===== src/rtl/slow_tick_timer_if.sv =====
// Control/status bundle for slow_tick_timer: start/stop/load requests in, count and pulses out.
interface slow_tick_timer_if #(
  parameter int unsigned WIDTH = 16
) ();
  logic             start;
  logic             stop;
  logic             auto_reload;
  logic [WIDTH-1:0] load_value;
  logic [WIDTH-1:0] count;
  logic             tick;
  logic             expired;
  logic             busy;

  modport master (
    output start, stop, auto_reload, load_value,
    input  count, tick, expired, busy
  );

  modport slave (
    input  start, stop, auto_reload, load_value,
    output count, tick, expired, busy
  );
endinterface


===== src/rtl/slow_tick_timer.sv =====
// Countdown timer clocked by rising edges of slow_clk seen in the clk domain.
// Define SLOW_TICK_SYNC_EN to add a 2-flop synchronizer on slow_clk (tick latency 3 instead of 1).
module slow_tick_timer #(
  parameter int unsigned WIDTH = 16
) (
  input  logic             clk,
  input  logic             rst_n,
  input  logic             slow_clk,
  slow_tick_timer_if.slave bus
);

  typedef enum logic [1:0] {StIdle, StRun, StPause} state_e;

  state_e           state_q, state_d;
  logic [WIDTH-1:0] count_q, count_d;
  logic [WIDTH-1:0] reload_q, reload_d;
  logic             ar_q, ar_d;
  logic             expired_q, expired_d;
  logic             s0_q;
  logic             tick_q;
  logic             slow_in;

`ifdef SLOW_TICK_SYNC_EN
  logic sync1_q, sync2_q;

  always_ff @(posedge clk or negedge rst_n) begin
    if (!rst_n) begin
      sync1_q <= 1'b0;
      sync2_q <= 1'b0;
    end else begin
      sync1_q <= slow_clk;
      sync2_q <= sync1_q;
    end
  end

  assign slow_in = sync2_q;
`else
  // Only valid when slow_clk is derived from clk.
  assign slow_in = slow_clk;
`endif

  always_ff @(posedge clk or negedge rst_n) begin
    if (!rst_n) begin
      s0_q   <= 1'b0;
      tick_q <= 1'b0;
    end else begin
      s0_q   <= slow_in;
      tick_q <= slow_in & ~s0_q;
    end
  end

  always_ff @(posedge clk or negedge rst_n) begin
    if (!rst_n) begin
      state_q   <= StIdle;
      count_q   <= '0;
      reload_q  <= '0;
      ar_q      <= 1'b0;
      expired_q <= 1'b0;
    end else begin
      state_q   <= state_d;
      count_q   <= count_d;
      reload_q  <= reload_d;
      ar_q      <= ar_d;
      expired_q <= expired_d;
    end
  end

  // Priority: start > stop > tick.
  always_comb begin
    state_d   = state_q;
    count_d   = count_q;
    reload_d  = reload_q;
    ar_d      = ar_q;
    expired_d = 1'b0;

    if (bus.start) begin
      reload_d = bus.load_value;
      ar_d     = bus.auto_reload;
      if (bus.load_value != '0) begin
        count_d = bus.load_value;
        state_d = StRun;
      end else begin
        // Zero-length request expires immediately without ever running.
        count_d   = '0;
        expired_d = 1'b1;
        state_d   = StIdle;
      end
    end else begin
      unique case (state_q)
        StIdle: ;
        StRun: begin
          if (bus.stop) begin
            state_d = StPause;
          end else if (tick_q) begin
            if (count_q == WIDTH'(1)) begin
              expired_d = 1'b1;
              if (ar_q) begin
                count_d = reload_q;
              end else begin
                count_d = '0;
                state_d = StIdle;
              end
            end else if (count_q != '0) begin
              count_d = count_q - WIDTH'(1);
            end
          end
        end
        StPause: begin
          if (bus.stop) begin
            state_d = StRun;
          end
        end
        default: state_d = StIdle;
      endcase
    end
  end

  assign bus.count   = count_q;
  assign bus.tick    = tick_q;
  assign bus.expired = expired_q;
  assign bus.busy    = (state_q != StIdle);

endmodule


===== src/flat_wrapper.sv =====
// flat-port wrapper written by rule: the top's interface ports become plain ports
module slow_tick_timer_flat 
#(
  parameter int unsigned WIDTH = 16
)
  (clk, rst_n, slow_clk, bus_start, bus_stop, bus_auto_reload, bus_load_value, bus_count, bus_tick, bus_expired, bus_busy);
  slow_tick_timer_if #(.WIDTH(WIDTH)) bus_i ();
  input  logic clk;
  input  logic rst_n;
  input  logic slow_clk;
  input wire logic [$bits(bus_i.start)-1:0] bus_start;
  input wire logic [$bits(bus_i.stop)-1:0] bus_stop;
  input wire logic [$bits(bus_i.auto_reload)-1:0] bus_auto_reload;
  input wire logic [$bits(bus_i.load_value)-1:0] bus_load_value;
  output wire logic [$bits(bus_i.count)-1:0] bus_count;
  output wire logic [$bits(bus_i.tick)-1:0] bus_tick;
  output wire logic [$bits(bus_i.expired)-1:0] bus_expired;
  output wire logic [$bits(bus_i.busy)-1:0] bus_busy;
  assign bus_i.start = bus_start;
  assign bus_i.stop = bus_stop;
  assign bus_i.auto_reload = bus_auto_reload;
  assign bus_i.load_value = bus_load_value;
  assign bus_count = bus_i.count;
  assign bus_tick = bus_i.tick;
  assign bus_expired = bus_i.expired;
  assign bus_busy = bus_i.busy;
  slow_tick_timer #(.WIDTH(WIDTH)) u_core (.clk(clk), .rst_n(rst_n), .slow_clk(slow_clk), .bus(bus_i));
endmodule

===== config.mk =====
export PLATFORM = sky130hd
export DESIGN_NAME = slow_tick_timer_flat
export DESIGN_NICKNAME = d
export VERILOG_FILES = /design/src/rtl/slow_tick_timer_if.sv /design/src/rtl/slow_tick_timer.sv /design/src/flat_wrapper.sv
export SDC_FILE = /design/constraint.sdc
export NUM_CORES = 1
export LEC_CHECK = 0
export ABC_AREA = 1
export CORE_ASPECT_RATIO = 0.9
export CORE_UTILIZATION = 57
export DETAILED_ROUTE_END_ITERATION = 8
export PLACE_DENSITY = 0.86
export SLEW_MARGIN = 25
export SYNTH_ARGS = -nofsm -noshare
export SYNTH_HDL_FRONTEND = slang
export SYNTH_SLANG_ARGS = --single-unit

===== constraint.sdc =====
create_clock -name clk -period 2.4 [get_ports clk]
set_input_delay 0.36 -clock clk [delete_from_list [all_inputs] [get_ports clk]]
set_output_delay 0.36 -clock clk [all_outputs]
set_load 0.02 [all_outputs]

# --- Word level (Yosys, flattened, before mapping) ---
# Index checks and enable logic that the tools add are counted.
totals:
  out_inout_bits: 19
  input_bits: 22
  register_bits: 38
classes:
  eq_ne: 9
  n_reduce_logical: 9
  bitwise: 2
  mux: 22
  n_addsub: 1
ops:
  columns: ["operator", "n"]
  rows:
  - ["16-bit 2-to-1 mux", 8]
  - ["16-bit nonzero test", 2]
  - ["16-bit by 1-bit == test with 1-bit output (second input constant)", 1]
  - ["16-bit by 1-bit subtractor with 16-bit output (second input constant)", 1]
  - ["2-bit 2-to-1 mux", 6]
  - ["4-bit by 3-bit != test with 1-bit output (second input constant)", 2]
  - ["1-bit 2-to-1 mux", 7]
  - ["2-bit case mux with 3 select lines", 1]
  - ["2-bit nonzero test", 3]
  - ["5-bit AND reduction", 1]
  - ["2-bit != test (second input constant)", 2]
  - ["4-bit != test (second input constant)", 1]
  - ["4-bit AND reduction", 1]
  - ["3-bit != test (second input constant)", 1]
  - ["3-bit nonzero test", 1]
  - ["2-bit by 1-bit == test with 1-bit output (second input constant)", 1]
  - ["2-bit == test (second input constant)", 1]
  - ["2-bit zero test", 1]
  - ["1-bit bitwise AND", 1]
  - ["1-bit NOT", 1]

# --- Longest topological paths before layout ---
depth:
  depth_word: 7
  depth_mapped: 11
  mapped_depth_nobuf: 11

# --- Least setup slack after synthesis ---
# Ideal clock, no wire load.
synth_timing:
  path_type: "reg-to-reg"
  start: "register u_core.count_q[1] (netlist: u_core.bus.count[1])"
  end: "register u_core.count_q[4] (netlist: u_core.bus.count[4])"
  setup_time_ps: 117
  required_ps: 2283
  arrival_time_ps: 1545
  n_path_buf: 2
  setup_slack_ps: 738
  path_stages_with_launch: 12
  path_cell_list: "dfrtp_1 -> inv_1 -> ha_1 -> nand2_2 -> nor2_8 -> nand3b_1 -> nand2_1 -> nand2_2 -> buf_6 -> buf_6 -> nand2_1 -> nand2_1"
synth_via:
  elab_chain_len: 7
  elab_cells_between_ends: 11
synth_rtl:
  columns: ["item", "line_no", "text"]
  rows:
  - ["start, declared", "slow_tick_timer.sv:15", "logic [WIDTH-1:0] count_q, count_d;"]
  - ["start signal, assigned", "slow_tick_timer.sv:61", "count_q <= count_d;"]
  - ["16-bit by 1-bit subtractor with 16-bit output", "slow_tick_timer.sv:104", "count_d = count_q - WIDTH'(1);"]
  - ["16-bit 2-to-1 mux", "slow_tick_timer.sv:103", "end else if (count_q != '0) begin"]
  - ["16-bit 2-to-1 mux", "slow_tick_timer.sv:95", "if (count_q == WIDTH'(1)) begin"]
  - ["16-bit 2-to-1 mux", "slow_tick_timer.sv:94", "end else if (tick_q) begin"]
  - ["16-bit 2-to-1 mux", "slow_tick_timer.sv:92", "if (bus.stop) begin"]
  - ["16-bit 2-to-1 mux", "slow_tick_timer.sv:89", "unique case (state_q)"]
  - ["16-bit 2-to-1 mux", "slow_tick_timer.sv:76", "if (bus.start) begin"]
# Several ways; a longest one is shown, not always the timed one. The select of a mux whose other input is x is not followed.
# A chain may end at the register's enable or synchronous reset.

# --- Final worst setup path ---
layout_timing:
  start: "register u_core.state_q[0]"
  end: "output bus_busy"
layout_via:
  elab_chain_len: 1
layout_rtl:
  columns: ["item", "line_no", "text"]
  rows:
  - ["start, declared", "slow_tick_timer.sv:14", "state_e state_q, state_d;"]
  - ["start signal, assigned", "slow_tick_timer.sv:54", "state_q <= StIdle;"]
  - ["start signal, assigned", "slow_tick_timer.sv:60", "state_q <= state_d;"]
  - ["2-bit nonzero test", "slow_tick_timer.sv:121", "assign bus.busy = (state_q != StIdle);"]
  - ["end, declared", "flat_wrapper.sv:18", "output wire logic [$bits(bus_i.busy)-1:0] bus_busy;"]
# Every way passes these cells.

==> impl_metrics.json <==
{
  "gp_congestion": 0.910,
  "ys_top_cells_by_area": "dfrtp_1 (39%), nand2_1 (23%), nor2_1 (7.6%)",
  "grt_max_degree": 40,
  "cts_sinks": 38,
  "ios": 41,
  "fin_crit_ns": 1.97,
  "cts_max_level": 2,
  "cts_buffers": 5,
  "start_util": 0.594,
  "rsz0062_at_grt": "false",
  "synth_top_family_by_area": "simple AND/OR/NAND/NOR gates",
  "io_buffers": 40,
  "cts_setup_buffers": 0,
  "synth_compound_area_frac": 0.0548,
  "drive_gt1_frac": 0.0572,
  "drt_iter0_markers": 297,
  "drv_slew": 0,
  "tightest_slew_ns": 0.843,
  "core_area_sq_mm": 0.00407,
  "yosysWarnings": 0,
  "die_w_um": 70.7,
  "slew_headroom": 0.438,
  "min_path_type": "input port to async pin",
  "die_y_um": 63.8,
  "syn_inst": 361,
  "mostFrequentLayoutCell": "nand2_1",
  "antenna_found_initial": 0,
  "critPathArrivalTime_ns": 1.61,
  "yosys.area_share.simple": 0.431,
  "dr.pass1.iters": 7,
  "n_antenna_cell": 0,
  "synthXorXnorAreaFrac": 0.00724,
  "ys_ff_latch": 38,
  "clk_path_buf_depth": 2,
  "num_rows": 22,
  "fillers": 363,
  "clock_latency_ns": 0.29,
  "violations": "DRC",
  "detailed_place_hpwl_um": 4250,
  "p_leak_nw": 1.53,
  "cts-root-buf": "clkbuf_8",
  "clkSlewWorstSetupHoldPaths_ns": 0.07,
  "fin_worst_skew_ns": 0.00382,
  "antenna_left": 0,
  "critPathMaxFanout": 3,
  "drc": 4,
  "grt_pass1_wl_um": 9880,
  "layout_common_cells": "nand2_1 (146), nor2_1 (49), clkdlybuf4s50_1 (39), inv_1 (38), dfrtp_1 (38)",
  "worstSetupStartpointType": "flop",
  "multi_input_comb_area_sq_mm": 0.00127,
  "grtUsageTotal": 0.288,
  "avgSynthCellArea_sq_um": 6.70,
  "synth.top_cell.area_share": 0.393,
  "synthAdderAreaFrac": 0.0310,
  "final.setup.tns_ns": 0,
  "grt_overflow": 0,
  "setup_viol": 0,
  "post_cts_resized": 0,
  "die-area_sq_mm": 0.00451,
  "seq_area_frac_synth": 0.393,
  "tritoncts": "done",
  "power_density_mw_per_mm2": 707,
  "vias_per_cell": 5.28,
  "syn_to_final_growth_pct": 20.5,
  "hold_viol_final": 0,
  "finalCritPeriodShare": 0.819,
  "vias": 2374,
  "cap_violations": 0,
  "wl_per_cell_um": 12.8,
  "synthMuxAreaShare": 0,
  "routed_wl_um": 5750,
  "synth_nets": 389,
  "ys_types": 30,
  "timing.fmax_mhz": 509,
  "cts_hold_buf": 0,
  "mappedNetlistArea_sq_mm": 0.00242,
  "endpoint_kind": "output pin",
  "fin_nets": 430,
  "grt_pass1_vias": 2116,
  "worst_ep_required_time_ns": 2.04,
  "vdd_drop_max_mv": 0.441,
  "yosysTopAreaCell": "dfrtp_1",
  "utilization": 0.716,
  "regArea_sq_um": 951,
  "setup.worst_path.class": "flop to output pin",
  "status": "finished, violations left"
}
critical path, cell delays in order, from the launching register on:
cell and delay, ns:
dfrtp_1 0.37, inv_1 0.07, ha_1 0.20, inv_1 0.07, clkdlybuf4s50_1 0.60
registers in the layout (all words and copies together), names as in the netlist:
name and count:
u_core.state_q 2, u_core.bus.tick 1, u_core.s0_q 1, u_core.bus.expired 1, u_core.bus.count 16, u_core.ar_q 1, u_core.reload_q 16
metal layers:
layer  routed length (um)  vias to the layer above  share of wire  track usage
met5                    0                        -              0            0
met4                   59                        0          0.010       0.0800
met3                  334                        7          0.058       0.0615
met2                 2580                       63           0.45        0.427
met1                 2780                     1109           0.48        0.428
li1                     -                     1195              -            -
Yosys cell counts:
master / instances
nand3_1: 26
or2_2: 1
a21oi_1: 3
nor2_1: 49
nand3_2: 2
xor2_1: 2
buf_2: 1
clkbuf_1: 3
buf_1: 1
o21bai_1: 1
inv_2: 1
a211oi_1: 1
ha_1: 6
nor3_1: 1
nor2_4: 1
inv_1: 38
buf_4: 1
nand3b_1: 3
a21oi_2: 1
nor2_8: 2
nand4_1: 4
buf_6: 2
nand2_2: 5
o32ai_1: 1
nand2_1: 146
o21ai_0: 17
dfrtp_1: 38
and2_1: 1
nor2_2: 2
clkinv_1: 1
cell type report:
| type | count | share of cell area |
|---|---|---|
| Clock buffer | 7 | 0.0262 |
| Sequential cell | 38 | 0.326 |
| Inverter | 40 | 0.0515 |
| Multi-Input combinational cell | 275 | 0.435 |
| Tap cell | 48 | 0.0206 |
| Timing Repair Buffer | 42 | 0.141 |
worst paths after layout:
check	endpoint	cells after the start	slack, ns	start
setup / recovery	bus_busy	4	0.43	u_core.state_q[0]
hold / removal	u_core.reload_q[0]	1	0.17	rst_n
setup reg to reg	u_core.bus.count[15]	10	0.46	u_core.bus.count[1]
hold reg to reg	u_core.bus.tick	1	0.40	u_core.s0_q
max in group asynchronous	u_core.reload_q[10]	1	1.70	rst_n
min in group clk	u_core.bus.tick	1	0.40	u_core.s0_q
per-stage QoR:
stage	worst slack, ns	power (mW)	instance area [sq um]	hold slack, ns	std cells
final	0.434	2.06	2920	0.168	450
after global routing	0.235	2.21	2920	0.222	450
after CTS	0.432	2.06	2920	0.200	450
after detailed placement	0.325	1.65	2840	0.398	443
after global placement	0.396	1.62	2840	0.381	443
after floorplan	0.738	1.35	2420	0.0644	361
report_power, final:
part / internal (mW) / total (mW) / switching (mW)
logic: 0.317 / 0.803 / 0.485
clock network: 0.200 / 0.421 / 0.220
registers: 0.732 / 0.838 / 0.106
cells by family after synthesis:
family / Yosys count
simple gates: 243
buf+inv: 48
flops: 38
compound gates: 24
fa+ha+maj: 6
xor+xnor: 2
Power figures use the tool's default switching activity.
